--- src/rtl/bt_pipe_flow_ctrl.sv ---
// rtl/bt_pipe_flow_ctrl.sv - block-granular flow control, soft-clear sequencing and status for the BTPipe loopback FIFO
module bt_pipe_flow_ctrl #(
    parameter int DEPTH         = 1024,
    parameter int BLOCK_WORDS   = 256,
    parameter int CLR_CYCLES    = 4,
    parameter int SETTLE_CYCLES = 16,
    parameter int CW            = $clog2(DEPTH + 1)
) (
    input  logic          okClk,
    input  logic          rst_n,
    input  logic          soft_clr,
    input  logic          inv_req,
    input  logic          fifo_wr_en,
    input  logic          fifo_rd_en,
    input  logic          in_blockstrobe,
    input  logic          out_blockstrobe,
    output logic          fifo_srst,
    output logic          pipe_in_ready,
    output logic          pipe_out_ready,
    output logic          inv_sel,
    output logic [CW-1:0] fill_level,
    output logic [15:0]   in_blocks,
    output logic [15:0]   out_blocks,
    output logic          ovf_err,
    output logic          unf_err,
    output logic          busy
);

    localparam int PMAX = (CLR_CYCLES > SETTLE_CYCLES) ? CLR_CYCLES : SETTLE_CYCLES;
    localparam int PW   = $clog2(PMAX + 1);
    localparam int WW   = $clog2(BLOCK_WORDS);

    localparam logic [CW-1:0] FULL_LVL = CW'(DEPTH);
    localparam logic [CW-1:0] BLK_LVL  = CW'(BLOCK_WORDS);
    localparam logic [CW-1:0] LVL_ONE  = CW'(1);
    localparam logic [WW-1:0] W_ONE    = WW'(1);
    localparam logic [WW-1:0] W_LAST   = WW'(BLOCK_WORDS - 1);

    typedef enum logic [1:0] {
        ST_CLEAR  = 2'd0,
        ST_SETTLE = 2'd1,
        ST_RUN    = 2'd2
    } state_t;

    state_t          state, state_next;
    logic [PW-1:0]   phase, phase_next;
    logic            soft_clr_q;
    logic            clr_go;
    logic            run;

    logic            wr_ok, rd_ok;
    logic [CW-1:0]   level_next;
    logic [WW-1:0]   in_wcnt, out_wcnt;
    logic            in_active, out_active;
    logic            in_active_next, out_active_next;
    logic            in_last, out_last;
    logic            in_stb, out_stb;
    logic            in_eval, out_eval;
    logic            in_ready_next, out_ready_next;

    assign clr_go = soft_clr & ~soft_clr_q;
    assign run    = (state == ST_RUN);

    // State and phase counter registers
    always_ff @(posedge okClk or negedge rst_n) begin
        if (!rst_n) begin
            state      <= ST_CLEAR;
            phase      <= '0;
            soft_clr_q <= 1'b0;
        end else begin
            state      <= state_next;
            phase      <= phase_next;
            soft_clr_q <= soft_clr;
        end
    end

    // Next state: a soft_clr rising edge restarts the clear from any state
    always_comb begin
        state_next = state;
        phase_next = phase;
        if (clr_go) begin
            state_next = ST_CLEAR;
            phase_next = '0;
        end else begin
            case (state)
                ST_CLEAR: begin
                    if (phase == PW'(CLR_CYCLES - 1)) begin
                        state_next = ST_SETTLE;
                        phase_next = '0;
                    end else begin
                        phase_next = phase + PW'(1);
                    end
                end
                ST_SETTLE: begin
                    if (phase == PW'(SETTLE_CYCLES - 1)) begin
                        state_next = ST_RUN;
                        phase_next = '0;
                    end else begin
                        phase_next = phase + PW'(1);
                    end
                end
                ST_RUN: begin
                    phase_next = '0;
                end
                default: begin
                    state_next = ST_CLEAR;
                    phase_next = '0;
                end
            endcase
        end
    end

    // Occupancy, block tracking and block-granular ready evaluation
    always_comb begin
        // a simultaneous pair is always legal, even at empty or full
        wr_ok = run & fifo_wr_en & (fifo_rd_en | (fill_level != FULL_LVL));
        rd_ok = run & fifo_rd_en & (fifo_wr_en | (fill_level != '0));

        level_next = fill_level;
        if (wr_ok & ~rd_ok)
            level_next = fill_level + LVL_ONE;
        else if (rd_ok & ~wr_ok)
            level_next = fill_level - LVL_ONE;

        in_last  = wr_ok & (in_wcnt == W_LAST);
        out_last = rd_ok & (out_wcnt == W_LAST);
        in_stb   = run & in_blockstrobe;
        out_stb  = run & out_blockstrobe;

        in_active_next  = in_last  ? in_stb  : (in_active  | in_stb);
        out_active_next = out_last ? out_stb : (out_active | out_stb);

        // ready is frozen from the block strobe until the block's last word
        in_eval  = in_last  | (~in_active  & ~in_stb);
        out_eval = out_last | (~out_active & ~out_stb);

        in_ready_next  = pipe_in_ready;
        out_ready_next = pipe_out_ready;
        if (state_next != ST_RUN) begin
            in_ready_next  = 1'b0;
            out_ready_next = 1'b0;
        end else begin
            if (in_eval)
                in_ready_next = ((FULL_LVL - level_next) >= BLK_LVL);
            if (out_eval)
                out_ready_next = (level_next >= BLK_LVL);
        end
    end

    // Datapath registers; a clear wipes counts, errors and in-flight blocks
    always_ff @(posedge okClk or negedge rst_n) begin
        if (!rst_n) begin
            fifo_srst      <= 1'b1;
            busy           <= 1'b1;
            pipe_in_ready  <= 1'b0;
            pipe_out_ready <= 1'b0;
            fill_level     <= '0;
            in_wcnt        <= '0;
            out_wcnt       <= '0;
            in_active      <= 1'b0;
            out_active     <= 1'b0;
            in_blocks      <= '0;
            out_blocks     <= '0;
            ovf_err        <= 1'b0;
            unf_err        <= 1'b0;
        end else begin
            fifo_srst      <= (state_next == ST_CLEAR);
            busy           <= (state_next != ST_RUN);
            pipe_in_ready  <= in_ready_next;
            pipe_out_ready <= out_ready_next;
            if (clr_go) begin
                fill_level <= '0;
                in_wcnt    <= '0;
                out_wcnt   <= '0;
                in_active  <= 1'b0;
                out_active <= 1'b0;
                in_blocks  <= '0;
                out_blocks <= '0;
                ovf_err    <= 1'b0;
                unf_err    <= 1'b0;
            end else begin
                fill_level <= level_next;
                in_active  <= in_active_next;
                out_active <= out_active_next;
                if (wr_ok)
                    in_wcnt <= in_last ? '0 : in_wcnt + W_ONE;
                if (rd_ok)
                    out_wcnt <= out_last ? '0 : out_wcnt + W_ONE;
                if (in_last)
                    in_blocks <= in_blocks + 16'd1;
                if (out_last)
                    out_blocks <= out_blocks + 16'd1;
                if (run & fifo_wr_en & ~fifo_rd_en & (fill_level == FULL_LVL))
                    ovf_err <= 1'b1;
                if (run & fifo_rd_en & ~fifo_wr_en & (fill_level == '0))
                    unf_err <= 1'b1;
            end
        end
    end

    // Invert select only changes between output blocks
    always_ff @(posedge okClk or negedge rst_n) begin
        if (!rst_n)
            inv_sel <= 1'b0;
        else if (~out_active & ~out_blockstrobe)
            inv_sel <= inv_req;
    end

endmodule

--- config.mk ---
export PLATFORM = sky130hd
export DESIGN_NAME = bt_pipe_flow_ctrl
export DESIGN_NICKNAME = d
export VERILOG_FILES = /design/src/rtl/bt_pipe_flow_ctrl.sv
export SDC_FILE = /design/constraint.sdc
export NUM_CORES = 1
export LEC_CHECK = 0
export ABC_AREA = 0
export BUFFER_PORTS_ARGS = -buffer_cell sky130_fd_sc_hd__clkbuf_2
export CAP_MARGIN = 20
export CORE_ASPECT_RATIO = 1.4
export CORE_MARGIN = 5
export CORE_UTILIZATION = 53
export CTS_CLUSTER_DIAMETER = 120
export DETAILED_ROUTE_END_ITERATION = 10
export GPL_TIMING_DRIVEN = 0
export PLACE_DENSITY = 0.83
export SETUP_SLACK_MARGIN = 0.4
export SLEW_MARGIN = 20
export SYNTH_ARGS = -nofsm -noshare
export SYNTH_HDL_FRONTEND = slang
export SYNTH_SLANG_ARGS = --single-unit
--- constraint.sdc ---
create_clock -name okClk -period 3.75 [get_ports okClk]
set_input_delay 0.5625 -clock okClk [delete_from_list [all_inputs] [get_ports okClk]]
set_output_delay 0.5625 -clock okClk [all_outputs]
set_load 0.03 [all_outputs]
==> run summary <==
### Power and ir drop
* **Cell Pwr Density** 359 nW/um2
* **highest ir drop seen on vdd** 275 uV
* **Design Power** 0.00171 W
* **cell leakage power** 2.17 nW

### GRT
* **global-route wire length before repair** 16300 um
* **vias in the first global route** 3592
* **total routing resource utilization after global routing** 21.2%
* **antenna violations before repair** 0
* **largest net degree at the start of global routing** 40
* **total global routing overflow** 0

### Placed design
* **Final HPWL DP** 6970 um
* **number of input and output port buffers inserted** 56
* **gp weighted congestion** 0.902

### Floorplanning
* **Std-Cell Rows** 38
* **core area** 7650 um2
* **number of top-level pins** 58
* **Die Y-Extent** 114 um
* **horizontal die dimension** 84.5 um
* **effective utilization at floorplan** 53.8%
* **Die Outline Area** 9660 um2

### Clock network
* **TritonCTS sink count** 76
* **Post-CTS Setup Inserts** 0
* **CTS tree** built
* **clock root buffer** sky130_fd_sc_hd__clkbuf_8
* **hold buffer count at CTS** 0
* **clock input transition at the sequential cells of the worst setup and hold paths** 0.08 ns
* **Num CTS Buffers** 9
* **Clock Latency Late Sink** 0.36 ns
* **level count of the clock H-tree** 3
* **buffer depth of the longest clock path** 2
* **post-CTS resize count** 0

### Setup path
* **cell family with most CP delay** simple AND/OR/NAND/NOR gates
* **critical path start-end classification** flop to flop
* **Worst path slowest cell** sky130_fd_sc_hd__o21ai_1
* **Slowest Stage Delay on Critical Path** 0.52 ns
* **CP Max Fanout** 7
* **reg2reg start** fill_level[0]$_DFF_PN0_
* **required time of the critical path** 4.00 ns
* **type of destination of the critical path** flop
* **Worst Setup Start Kind** flop
* **Buffers & Inverters on Critical Path** 1
* **origin of the worst setup path** fill_level[0]$_DFF_PN0_
* **Critical Path AT** 3.28 ns
* **cell-by-cell listing of the critical path** inv_1, ha_1, nor4b_2, nand3_1, o21ai_1, mux2i_1, xnor2_1, nand4b_1, nor3b_2

### Synth
* **Net Count, Synth** 475
* **Syn. warnings** 0
* **Primary FF master, synth** sky130_fd_sc_hd__dfrtp_1
* **share of the yosys chip area belonging to registers** 46.2%
* **share of flip-flops with an asynchronous set or reset after synthesis** 100%
* **number of synthesized flops with an enable pin** 0
* **number of storage elements in the synthesis netlist** 76
* **synthesized instance count** 458
* **Synth Cell Area** 4120 um2
* **Avg Synthesized Cell Area** 8.99 um2
* **unique cell type count in the Yosys netlist** 57

### Timing
* **final setup TNS** 0 ns
* **Post-Route Skew** 0.00925 ns
* **Final setup viols** 0
* **worst slew margin relative to its limit** 55.9%
* **transition time at the pin with the least slew margin** 0.653 ns
* **maximum clock rate** 330 MHz
* **RSZ-0062 raised after global routing** no
* **Tcrit/Tclk final** 80.9%
* **clock period minus worst slack** 3.03 ns
* **number of pins with negative max-slew slack in the final report** 0
* **final hold viol count** 0

### Final layout
* **Area Growth Syn to Fin** 15.6%
* **total number of nets in the final design** 543
* **layout cells sized above 1** 17.3%
* **ANT cells** 0

### Drt
* **highest metal layer with signal wires** met4
* **average wire length per cell after detail routing** 15.4 um
* **via total after detailed routing** 3673
* **Vias/cell** 5.82
* **WL final** 9710 um
* **Antenna Violating Nets Remaining** 0
* **routed length on met2** 4760 um
* **met3 wire length** 700 um
* **Initial DRC Count** 170
* **post-detailed-route DRC marker count** 0
* **met1 layer wirelength in the final routing** 3990 um
* **first-pass iteration count of the detailed router** 5

### Outcome
* **outcome** finished, final reports clean

### Hold path
* **classification of the worst-slack hold path** input port to asynchronous set/reset pin

### Run
* **max-capacitance violation count** 0

[metal layers]
layer	vias to the layer above	track usage (%)
met2	130	35.2
met5	-	0
li1	1737	-
met1	1781	25.0
met4	0	11.2
met3	25	5.83
[through the flow]
stage	cell area, um2	utilization, %	cells	hold WS (ns)	setup WS, ns
6_report	4760	62.2	631	0.193	0.718
5_1_grt	4760	62.2	631	0.232	0.488
4_1_cts	4760	62.2	631	0.213	0.740
3_5_place_dp	4550	59.4	615	0.459	0.757
3_3_place_gp	4520	59.1	614	0.446	0.776
2_1_floorplan	4120	-	458	0.267	0.983
[layout by cell type (no fill, tap or decap), types with 5 or more instances in the layout]
master and count:
sky130_fd_sc_hd__nor4_1 5, sky130_fd_sc_hd__dfrtp_1 74, sky130_fd_sc_hd__clkbuf_1 18, sky130_fd_sc_hd__or3_1 12
sky130_fd_sc_hd__inv_1 18, sky130_fd_sc_hd__nand3_1 19, sky130_fd_sc_hd__nand2_1 38, sky130_fd_sc_hd__a21oi_1 28
sky130_fd_sc_hd__and3_1 10, sky130_fd_sc_hd__o21ai_0 20, sky130_fd_sc_hd__xnor2_1 26, sky130_fd_sc_hd__nand4_1 7
sky130_fd_sc_hd__xor2_1 13, sky130_fd_sc_hd__nor2_1 72, sky130_fd_sc_hd__clkbuf_8 10, sky130_fd_sc_hd__ha_1 9
sky130_fd_sc_hd__and2_1 5, sky130_fd_sc_hd__nor3_1 23, sky130_fd_sc_hd__clkbuf_2 55
[flip-flops by register name, summed over array words and instances, names as in the netlist, 2 cells and up]
register and count:
out_blocks 16, in_wcnt 8, state 2, in_blocks 16, out_wcnt 8, phase 5, fill_level 11
[synth_stat cells (all sizes together), types with 3 or more instances]
library cell,count,share of area (%)
and3,12,1.9
or4,3,0.55
nor4,5,0.76
inv,18,1.6
a21oi,28,3.4
nor3b,4,0.85
and2,5,0.76
nand2,38,3.5
nor2b,3,0.46
nor2,72,6.6
nand2b,3,0.46
xor2,13,2.8
nor3,24,3.0
or3,12,1.8
nand3,19,2.3
xnor2,26,5.5
nand4,7,1.1
buf,4,0.79
dfrtp,74,45
clkbuf,17,1.5
o2111ai,4,1.0
o21ai,22,2.7
nor4b,3,0.79
ha,9,2.7
[cells by family after synthesis]
kind of cell / after synthesis / synth area share [%]
adder cells (fa/ha/maj): 9 / 2.73
flip-flops: 76 / 46.2
buffers and inverters: 39 / 3.98
AND/OR/NAND/NOR: 221 / 27.4
XOR/XNOR: 39 / 8.29
multiplexers: 3 / 0.790
AO/OA/AOI/OAI: 71 / 10.6
[final cells by class]
| type | instances | area [um2] |
|---|---|---|
| Fill cell | 667 | 2890 |
| Multi-Input combinational cell | 343 | 2050 |
| Sequential cell | 76 | 1900 |
| Timing Repair Buffer | 57 | 303 |
| Clock buffer | 11 | 141 |
| Tap cell | 100 | 125 |
| Buffer | 21 | 96.3 |
| Clock inverter | 5 | 75.1 |
| Inverter | 18 | 67.6 |
[path summary, 6_finish.rpt]
| path | to | slack [ns] | cells past startpoint |
|---|---|---|---|
| worst min-delay path | fill_level[7]$_DFF_PN0_ | 0.19 | 1 |
| worst min register to register | phase[0]$_DFF_PN0_ | 0.46 | 1 |
| worst max-delay path | pipe_in_ready$_DFFE_PN0P_ | 0.72 | 9 |
| max in group asynchronous | busy$_DFF_PN1_ | 2.92 | 2 |
| worst max register to register | pipe_in_ready$_DFFE_PN0P_ | 0.72 | 9 |
| min in group okClk | soft_clr_q$_DFF_PN0_ | 0.32 | 1 |
[power breakdown]
part	switching, W	internal [W]
clock	0.000303	0.000390
sequential	0.0000186	0.000854
combinational	0.0000930	0.0000508
Note: power is estimated with default switching activity, not from simulation.
